### config.mk
export PLATFORM = sky130hd
export DESIGN_NAME = instruction_encoder
export DESIGN_NICKNAME = d
export VERILOG_FILES = /design/src/rtl/instruction_encoder.sv
export SDC_FILE = /design/constraint.sdc
export NUM_CORES = 1
export LEC_CHECK = 0
export BUFFER_PORTS_ARGS = -buffer_cell sky130_fd_sc_hd__buf_2
export CAP_MARGIN = 0
export CORE_MARGIN = 4
export CORE_UTILIZATION = 55
export CTS_CLUSTER_SIZE = 28
export DETAILED_ROUTE_END_ITERATION = 10
export PLACE_DENSITY = 0.82
export SYNTH_ARGS = -nofsm -noshare
export SYNTH_HDL_FRONTEND = slang
export SYNTH_SLANG_ARGS = --single-unit
### constraint.sdc
create_clock -name clk -period 5.25 [get_ports clk]
set_clock_uncertainty 0.05 [all_clocks]
set_input_delay 1.575 -clock clk [delete_from_list [all_inputs] [get_ports clk]]
set_output_delay 1.575 -clock clk [all_outputs]
set_load 0.05 [all_outputs]
### src/rtl/instruction_encoder.sv
// RV32I field packer: turns decoded fields + immediate into a 32-bit word and queues it in a small FIFO.
// Optional immediate range checking is enabled with the INSTR_ENC_RANGE_CHECK_EN macro.
module instruction_encoder #(
  parameter int OUT_DEPTH = 2
) (
  input  logic                         clk,
  input  logic                         rst_n,
  input  logic                         in_valid,
  output logic                         in_ready,
  input  logic [2:0]                   in_fmt,
  input  logic [6:0]                   in_opcode,
  input  logic [4:0]                   in_rd,
  input  logic [4:0]                   in_rs1,
  input  logic [4:0]                   in_rs2,
  input  logic [2:0]                   in_funct3,
  input  logic [6:0]                   in_funct7,
  input  logic [31:0]                  in_imm,
  output logic                         out_valid,
  input  logic                         out_ready,
  output logic [31:0]                  out_instr,
  output logic                         out_err,
  output logic [$clog2(OUT_DEPTH):0]   out_level
);

  localparam int PW = $clog2(OUT_DEPTH);
  localparam int LW = PW + 1;
  localparam logic [LW-1:0] DEPTH_L = LW'(OUT_DEPTH);

  localparam logic [2:0] FMT_R = 3'd0;
  localparam logic [2:0] FMT_I = 3'd1;
  localparam logic [2:0] FMT_S = 3'd2;
  localparam logic [2:0] FMT_B = 3'd3;
  localparam logic [2:0] FMT_U = 3'd4;
  localparam logic [2:0] FMT_J = 3'd5;

  localparam logic [31:0] NOP_WORD = 32'h0000_0013;

  logic [31:0]   instr_mem [OUT_DEPTH];
  logic          err_mem   [OUT_DEPTH];
  logic [PW-1:0] wr_ptr_reg;
  logic [PW-1:0] rd_ptr_reg;
  logic [LW-1:0] level_reg;
  logic          alive_reg;

  logic [31:0]   enc_word;
  logic          fmt_err;
  logic          range_err;
  logic          push;
  logic          pop;

  // Field packing; reserved formats collapse to a NOP flagged as an error.
  always_comb begin
    enc_word = NOP_WORD;
    fmt_err  = 1'b0;
    case (in_fmt)
      FMT_R: enc_word = {in_funct7, in_rs2, in_rs1, in_funct3, in_rd, in_opcode};
      FMT_I: enc_word = {in_imm[11:0], in_rs1, in_funct3, in_rd, in_opcode};
      FMT_S: enc_word = {in_imm[11:5], in_rs2, in_rs1, in_funct3, in_imm[4:0], in_opcode};
      FMT_B: enc_word = {in_imm[12], in_imm[10:5], in_rs2, in_rs1, in_funct3,
                         in_imm[4:1], in_imm[11], in_opcode};
      FMT_U: enc_word = {in_imm[31:12], in_rd, in_opcode};
      FMT_J: enc_word = {in_imm[20], in_imm[10:1], in_imm[11], in_imm[19:12], in_rd, in_opcode};
      default: begin
        enc_word = NOP_WORD;
        fmt_err  = 1'b1;
      end
    endcase
  end

`ifdef INSTR_ENC_RANGE_CHECK_EN
  // An immediate fits N signed bits when every bit from N-1 upward equals the sign.
  logic sext12;
  logic sext13;
  logic sext21;

  assign sext12 = (&in_imm[31:11]) | ~(|in_imm[31:11]);
  assign sext13 = (&in_imm[31:12]) | ~(|in_imm[31:12]);
  assign sext21 = (&in_imm[31:20]) | ~(|in_imm[31:20]);

  always_comb begin
    range_err = 1'b0;
    case (in_fmt)
      FMT_I, FMT_S: range_err = ~sext12;
      FMT_B:        range_err = ~sext13 | in_imm[0];
      FMT_J:        range_err = ~sext21 | in_imm[0];
      FMT_U:        range_err = |in_imm[11:0];
      default:      range_err = 1'b0;
    endcase
  end
`else
  assign range_err = 1'b0;
`endif

  // alive_reg holds off acceptance until the first edge after reset release.
  assign in_ready  = alive_reg && (level_reg < DEPTH_L);
  assign out_valid = (level_reg != '0);
  assign push      = in_valid && in_ready;
  assign pop       = out_valid && out_ready;

  assign out_instr = out_valid ? instr_mem[rd_ptr_reg] : 32'h0;
  assign out_err   = out_valid ? err_mem[rd_ptr_reg]   : 1'b0;
  assign out_level = level_reg;

  always_ff @(posedge clk) begin
    if (push) begin
      instr_mem[wr_ptr_reg] <= enc_word;
      err_mem[wr_ptr_reg]   <= fmt_err | range_err;
    end
  end

  always_ff @(posedge clk or negedge rst_n) begin
    if (!rst_n) begin
      wr_ptr_reg <= '0;
      rd_ptr_reg <= '0;
      level_reg  <= '0;
      alive_reg  <= 1'b0;
    end else begin
      alive_reg <= 1'b1;
      if (push) wr_ptr_reg <= wr_ptr_reg + PW'(1);
      if (pop)  rd_ptr_reg <= rd_ptr_reg + PW'(1);
      case ({push, pop})
        2'b10:   level_reg <= level_reg + LW'(1);
        2'b01:   level_reg <= level_reg - LW'(1);
        default: level_reg <= level_reg;
      endcase
    end
  end

endmodule
# [Word-level counts from Yosys, hierarchy flattened]
# Memories as Yosys holds them, arrays and structs flattened.
# Index checks and enable logic that the tools add are counted.
[word_totals] register_bits=5 memories=2 output_inout_bits=37 ramBits=66 wordCells=32
[mem_list] memory="instr_mem" words=2 width=32 read_ports=1 rd_ports_with_merged_regs=0 write_ports=1 line="38" rtl="logic [31:0] instr_mem [OUT_DEPTH];"
[mem_list] memory="err_mem" words=2 width=1 read_ports=1 rd_ports_with_merged_regs=0 write_ports=1 line="39" rtl="logic err_mem [OUT_DEPTH];"
[op_classes] magnitude_cmp=1 mux=7 eq_ne=7 n_addsub=4 n_reduce_logical=7
[op_table] cell="$pmux W32 S6" n=1
[op_table] cell="$mux W32" n=1
[op_table] cell="$eq A3 B2 Y1 const B" n=2
[op_table] cell="$eq A3 B3 Y1 const B" n=2
[op_table] cell="$reduce_or A6 Y1" n=1
[op_table] cell="$mux W1" n=4
[op_table] cell="$pmux W2 S2" n=1
[op_table] cell="$reduce_bool A2 Y1" n=2
[op_table] cell="$eq A3 B1 Y1 const B" n=1
[op_table] cell="$logic_and A1 B1 Y1" n=3
[op_table] cell="$logic_not A3 Y1" n=1
[op_table] cell="$add A1 B1 Y1 const B" n=2
[op_table] cell="$add A2 B1 Y2 const B" n=1
[op_table] cell="$eq A2 B1 Y1 const B" n=1
[op_table] cell="$eq A2 B2 Y1 const B" n=1
[op_table] cell="$lt A2 B2 Y1 const B" n=1
[op_table] cell="$sub A2 B1 Y2 const B" n=1

# [Longest topological paths before layout]
[logic_depth] ltp_word=5 depth_mapped=7 ltp_nobuf=7

# [Worst setup path before layout]
# Ideal clock, no wire load.
[synth_timing] path_kind="register to register" start="register level_reg[1], in the netlist out_level[1]" end="memory err_mem[0] (enable)" setup_time_ns=0.423 path_stages_with_launch=4 arrival_ns=3.130 slack_ns=1.646 path_cell_list="dfrtp_1 -> nor2b_1 -> nand2_1 -> nor2_1"
[synth_via] elab_chain_cells=5
[synth_lines] element="start, declared" line="42" rtl="logic [LW-1:0] level_reg;"
[synth_lines] element="start signal, assigned" line="122" rtl="2'b10: level_reg <= level_reg + LW'(1);"
[synth_lines] element="start signal, assigned" line="123" rtl="2'b01: level_reg <= level_reg - LW'(1);"
[synth_lines] element="start signal, assigned" line="124" rtl="default: level_reg <= level_reg;"
[synth_lines] element="$lt A2 B2 Y1" line="95" rtl="assign in_ready = alive_reg && (level_reg < DEPTH_L);"
[synth_lines] element="$logic_and A1 B1 Y1" line="95"
[synth_lines] element="named net in_ready" line="9" rtl="output logic in_ready,"
[synth_lines] element="$logic_and A1 B1 Y1" line="97" rtl="assign push = in_valid && in_ready;"
[synth_lines] element="$mux W1" line="105" rtl="if (push) begin"
[synth_lines] element="$mux W1 (not written as such)" line="107" rtl="err_mem[wr_ptr_reg] <= fmt_err | range_err;"
[synth_lines] element="end, declared" line="39"
# The timed path passes the listed nets, and every way through them passes these cells.

# [Worst setup path after layout]
[layout_timing] start="register rd_ptr_reg" end="output port out_instr[7]"
[layout_via] elab_chain_cells=2
[layout_lines] element="start, declared" line="41" rtl="logic [PW-1:0] rd_ptr_reg;"
[layout_lines] element="start signal, assigned" line="120" rtl="if (pop) rd_ptr_reg <= rd_ptr_reg + PW'(1);"
[layout_lines] element="$mem_v2 Z2 W32"
[layout_lines] element="$mux W32" line="100" rtl="assign out_instr = out_valid ? instr_mem[rd_ptr_reg] : 32'h0;"
[layout_lines] element="end, declared" line="20" rtl="output logic [31:0] out_instr,"
# No other way between the ends.

==> results.sh <==
export IMPL_postCtsHoldBufs=0
export IMPL_cp_required_ns=3.63
export IMPL_instances_no_fill=438
export IMPL_clock_fmax_ghz=0.276
export IMPL_hold_path_startpoint="wr_ptr_reg"
export IMPL_p_seq_share_pct=35.6
export IMPL_die_x_um=86.0
export IMPL_clk_pin_slew_ns=0.07
export IMPL_async_flop_share_pct=7.04
export IMPL_viasPerCell=5.13
export IMPL_yosysWarnings=0
export IMPL_cp_start_kind="flop"
export IMPL_drtPass1Iterations=4
export IMPL_vias=2248
export IMPL_synth_top_cells_by_area="edfxtp_1 59%, mux2i_1 12%, nor2_1 3.9%"
export IMPL_clkPwrFrac_pct=18.8
export IMPL_fin_area_um2=4060
export IMPL_worst_pin_slew_ns=0.980
export IMPL_dieArea_um2=7400
export IMPL_initial_core_util_pct=56.6
export IMPL_drt_iter0_drc=138
export IMPL_grt_pass1_wl_um=10700
export IMPL_p_leak_nw=1.76
export IMPL_wl_met1_um=2650
export IMPL_finalMaxSlewViolations=0
export IMPL_yosysTopAreaCellShare_pct=59.2
export IMPL_internal_power_w=0.00120
export IMPL_ys_types=32
export IMPL_min_period_ns=3.62
export IMPL_worst_setup_path_type="flop to output port"
export IMPL_n_antenna_cell=0
export IMPL_dr_wl_met2_um=3390
export IMPL_port_buffers=107
export IMPL_cts_buffer_depth=2
export IMPL_reg2reg_from="out_level[0]"
export IMPL_largest_reg_flops=64
export IMPL_synth_area_leader_cell="edfxtp_1"
export IMPL_status="finished, final reports clean"
export IMPL_coreArea_um2=5920
export IMPL_synthFlopType="edfxtp_1"
export IMPL_combPwrFrac_pct=45.6
export IMPL_die_h_um=86.0
export IMPL_holdWs_ns=0.503
export IMPL_synth_avg_cell_area_um2=13.1
export IMPL_overflow=0
export IMPL_synth_cells=256
export IMPL_hpwl_um=4660
export IMPL_synth_edf_count=66
export IMPL_worstPathMaxFanout=34
export IMPL_htreeDepth=3
export IMPL_relSlewSlack_pct=34.7
export IMPL_hold_class="flop to flop"
export IMPL_worstSkewPairLatency_ns=0.33
export IMPL_crit_path_end_kind="output port"
export IMPL_area_delta_synth_final_pct=21.3
export IMPL_placed_area_um2=3860
export IMPL_seq_area_frac_synth_pct=62.9
export IMPL_drcViolationCount=0
export IMPL_synth_seq_cells=71
export IMPL_tns_ns=0
export IMPL_nNetsFinal=430
export IMPL_cts_root_buffer="clkbuf_8"
export IMPL_grt_max_degree=35
export IMPL_routed_wl_met3_um=411
export IMPL_wl_per_cell_um=15.1
export IMPL_layout_drive_gt1_share_pct=36.1
export IMPL_finalHoldViolCount=0
export IMPL_netSwitchingFraction_pct=46.3
export IMPL_ant_nets=0
export IMPL_io_pins=108
export IMPL_dp_cells=422
export IMPL_globalplace_congestion=0.898
export IMPL_syn_cell_area_um2=3350
export IMPL_cts_tree="yes"
export IMPL_powerDensity_nw_per_um2=551
export IMPL_clock_sinks=71
export IMPL_startpoint="rd_ptr_reg"
export IMPL_finalSetupViolCount=0
export IMPL_grt_use_total_pct=19.1
export IMPL_rr_worst_depth=6
export IMPL_wirelength_um=6630
export IMPL_cts_buffers=9
export IMPL_top_layer="met4"
export IMPL_ir_drop_mv=0.615
export IMPL_fin_crit_sh_pct=68.9
export IMPL_syn_nets=328
export IMPL_cts_resized=0
export IMPL_antenna_found_initial=0
export IMPL_switchingPower_w=0.00104
export IMPL_postCtsSetupRepairBufs=0
export IMPL_rsz0062_at_grt="false"
export IMPL_hold_depth=1
export IMPL_regMostFlops="instr_mem"
export IMPL_critical_path_arrival_ns=1.99
export IMPL_grt_pass1_vias=2302
export IMPL_row_count=28
export IMPL_maxCapViolations=0
[cell families after synthesis]
kind of cell,count (synthesis),share of synthesized area (%)
fa+ha+maj,1,0.373
xor+xnor,5,1.31
mux,43,12.9
flops,71,62.9
simple gates,67,8.97
other cells,1,0.112
compound gates,41,8.44
buf+inv,27,4.97
[critical path, stage by stage (launching register included)]
cell and delay, ns:
dfrtp_2 1.02, mux2i_1 0.16, nor2_1 0.17, buf_2 0.29
[cell usage in the layout (no fill, tap or decap)]
| master | netlist | routed |
|---|---|---|
| o21ai_0 | 11 | 11 |
| mux2_2 | 2 | 2 |
| o21ai_1 | 4 | 4 |
| edfxtp_1 | 66 | 66 |
| ha_1 | 1 | 1 |
| bufinv_16 | 0 | 1 |
| clkbuf_1 | 1 | 1 |
| clkinvlp_4 | 0 | 3 |
| xor2_1 | 2 | 2 |
| and3_2 | 0 | 1 |
| inv_2 | 1 | 1 |
| dfrtp_2 | 0 | 1 |
| nor3b_1 | 1 | 1 |
| and2_1 | 5 | 5 |
| nor2_4 | 2 | 3 |
| xnor2_1 | 3 | 3 |
| clkbuf_8 | 0 | 10 |
| nor2b_1 | 3 | 3 |
| a21oi_2 | 1 | 1 |
| nor2_1 | 35 | 34 |
| dfrtp_1 | 5 | 4 |
| a22oi_1 | 4 | 4 |
| buf_2 | 3 | 107 |
| inv_1 | 10 | 10 |
| o2bb2ai_1 | 5 | 5 |
| clkinv_2 | 0 | 1 |
| mux2i_1 | 41 | 41 |
| nand2_1 | 17 | 17 |
| a21oi_1 | 4 | 4 |
| conb_1 | 1 | 1 |
| nand2b_1 | 3 | 3 |
| a22o_1 | 11 | 11 |
| a211o_1 | 1 | 1 |
[metrics by stage]
stage	total power, W	utilization (%)	setup slack (ns)
4_1_cts	0.00227	68.6	1.59
5_1_grt	0.00236	68.6	1.48
2_1_floorplan	0.00162	-	1.65
3_5_place_dp	0.00184	65.3	1.96
3_3_place_gp	0.00183	65.3	1.98
6_report	0.00224	68.6	1.63
[area by class of cell]
cell class	instances	area [um^2]
Clock buffer	11	141
Clock inverter	5	57.6
Fill cell	459	1860
Inverter	11	41.3
Multi-Input combinational cell	158	1080
Sequential cell	71	2110
Tap cell	75	93.8
Timing Repair Buffer	107	536
[synth_stat cells (4+ instances only)]
cell	count
nor2_1	35
dfrtp_1	5
o2bb2ai_1	5
a21oi_1	4
buf_4	6
nand2_1	17
o21ai_0	11
a22oi_1	4
mux2i_1	41
inv_1	10
o21ai_1	4
edfxtp_1	66
and2_1	5
a22o_1	11
[worst paths after layout]
path | slack [ns] | endpoint
max | 1.63 | out_instr[7]
min | 0.50 | wr_ptr_reg
max reg2reg | 3.10 | out_level[1]
min reg2reg | 0.50 | wr_ptr_reg
max in group asynchronous | 4.03 | rd_ptr_reg
min in group asynchronous | 0.99 | out_level[0]
[power by group through the flow]
| stage | sequential, W | combinational, W | clock, W |
|---|---|---|---|
| after global routing | 0.000807 | 0.00109 | 0.000465 |
| final | 0.000797 | 0.00102 | 0.000420 |
| after detailed placement | 0.000811 | 0.00103 | 0 |
| after global placement | 0.000806 | 0.00102 | 0 |
| after CTS | 0.000799 | 0.00103 | 0.000433 |
| after floorplan | 0.000766 | 0.000858 | 0 |
[routing by layer]
metal | track usage, % | vias to the layer above
met3 | 3.65 | 15
li1 | - | 1134
met1 | 23.2 | 1026
met2 | 32.1 | 73
met5 | 0 | -
met4 | 10.1 | 0
(Power assumes the default switching activity.)
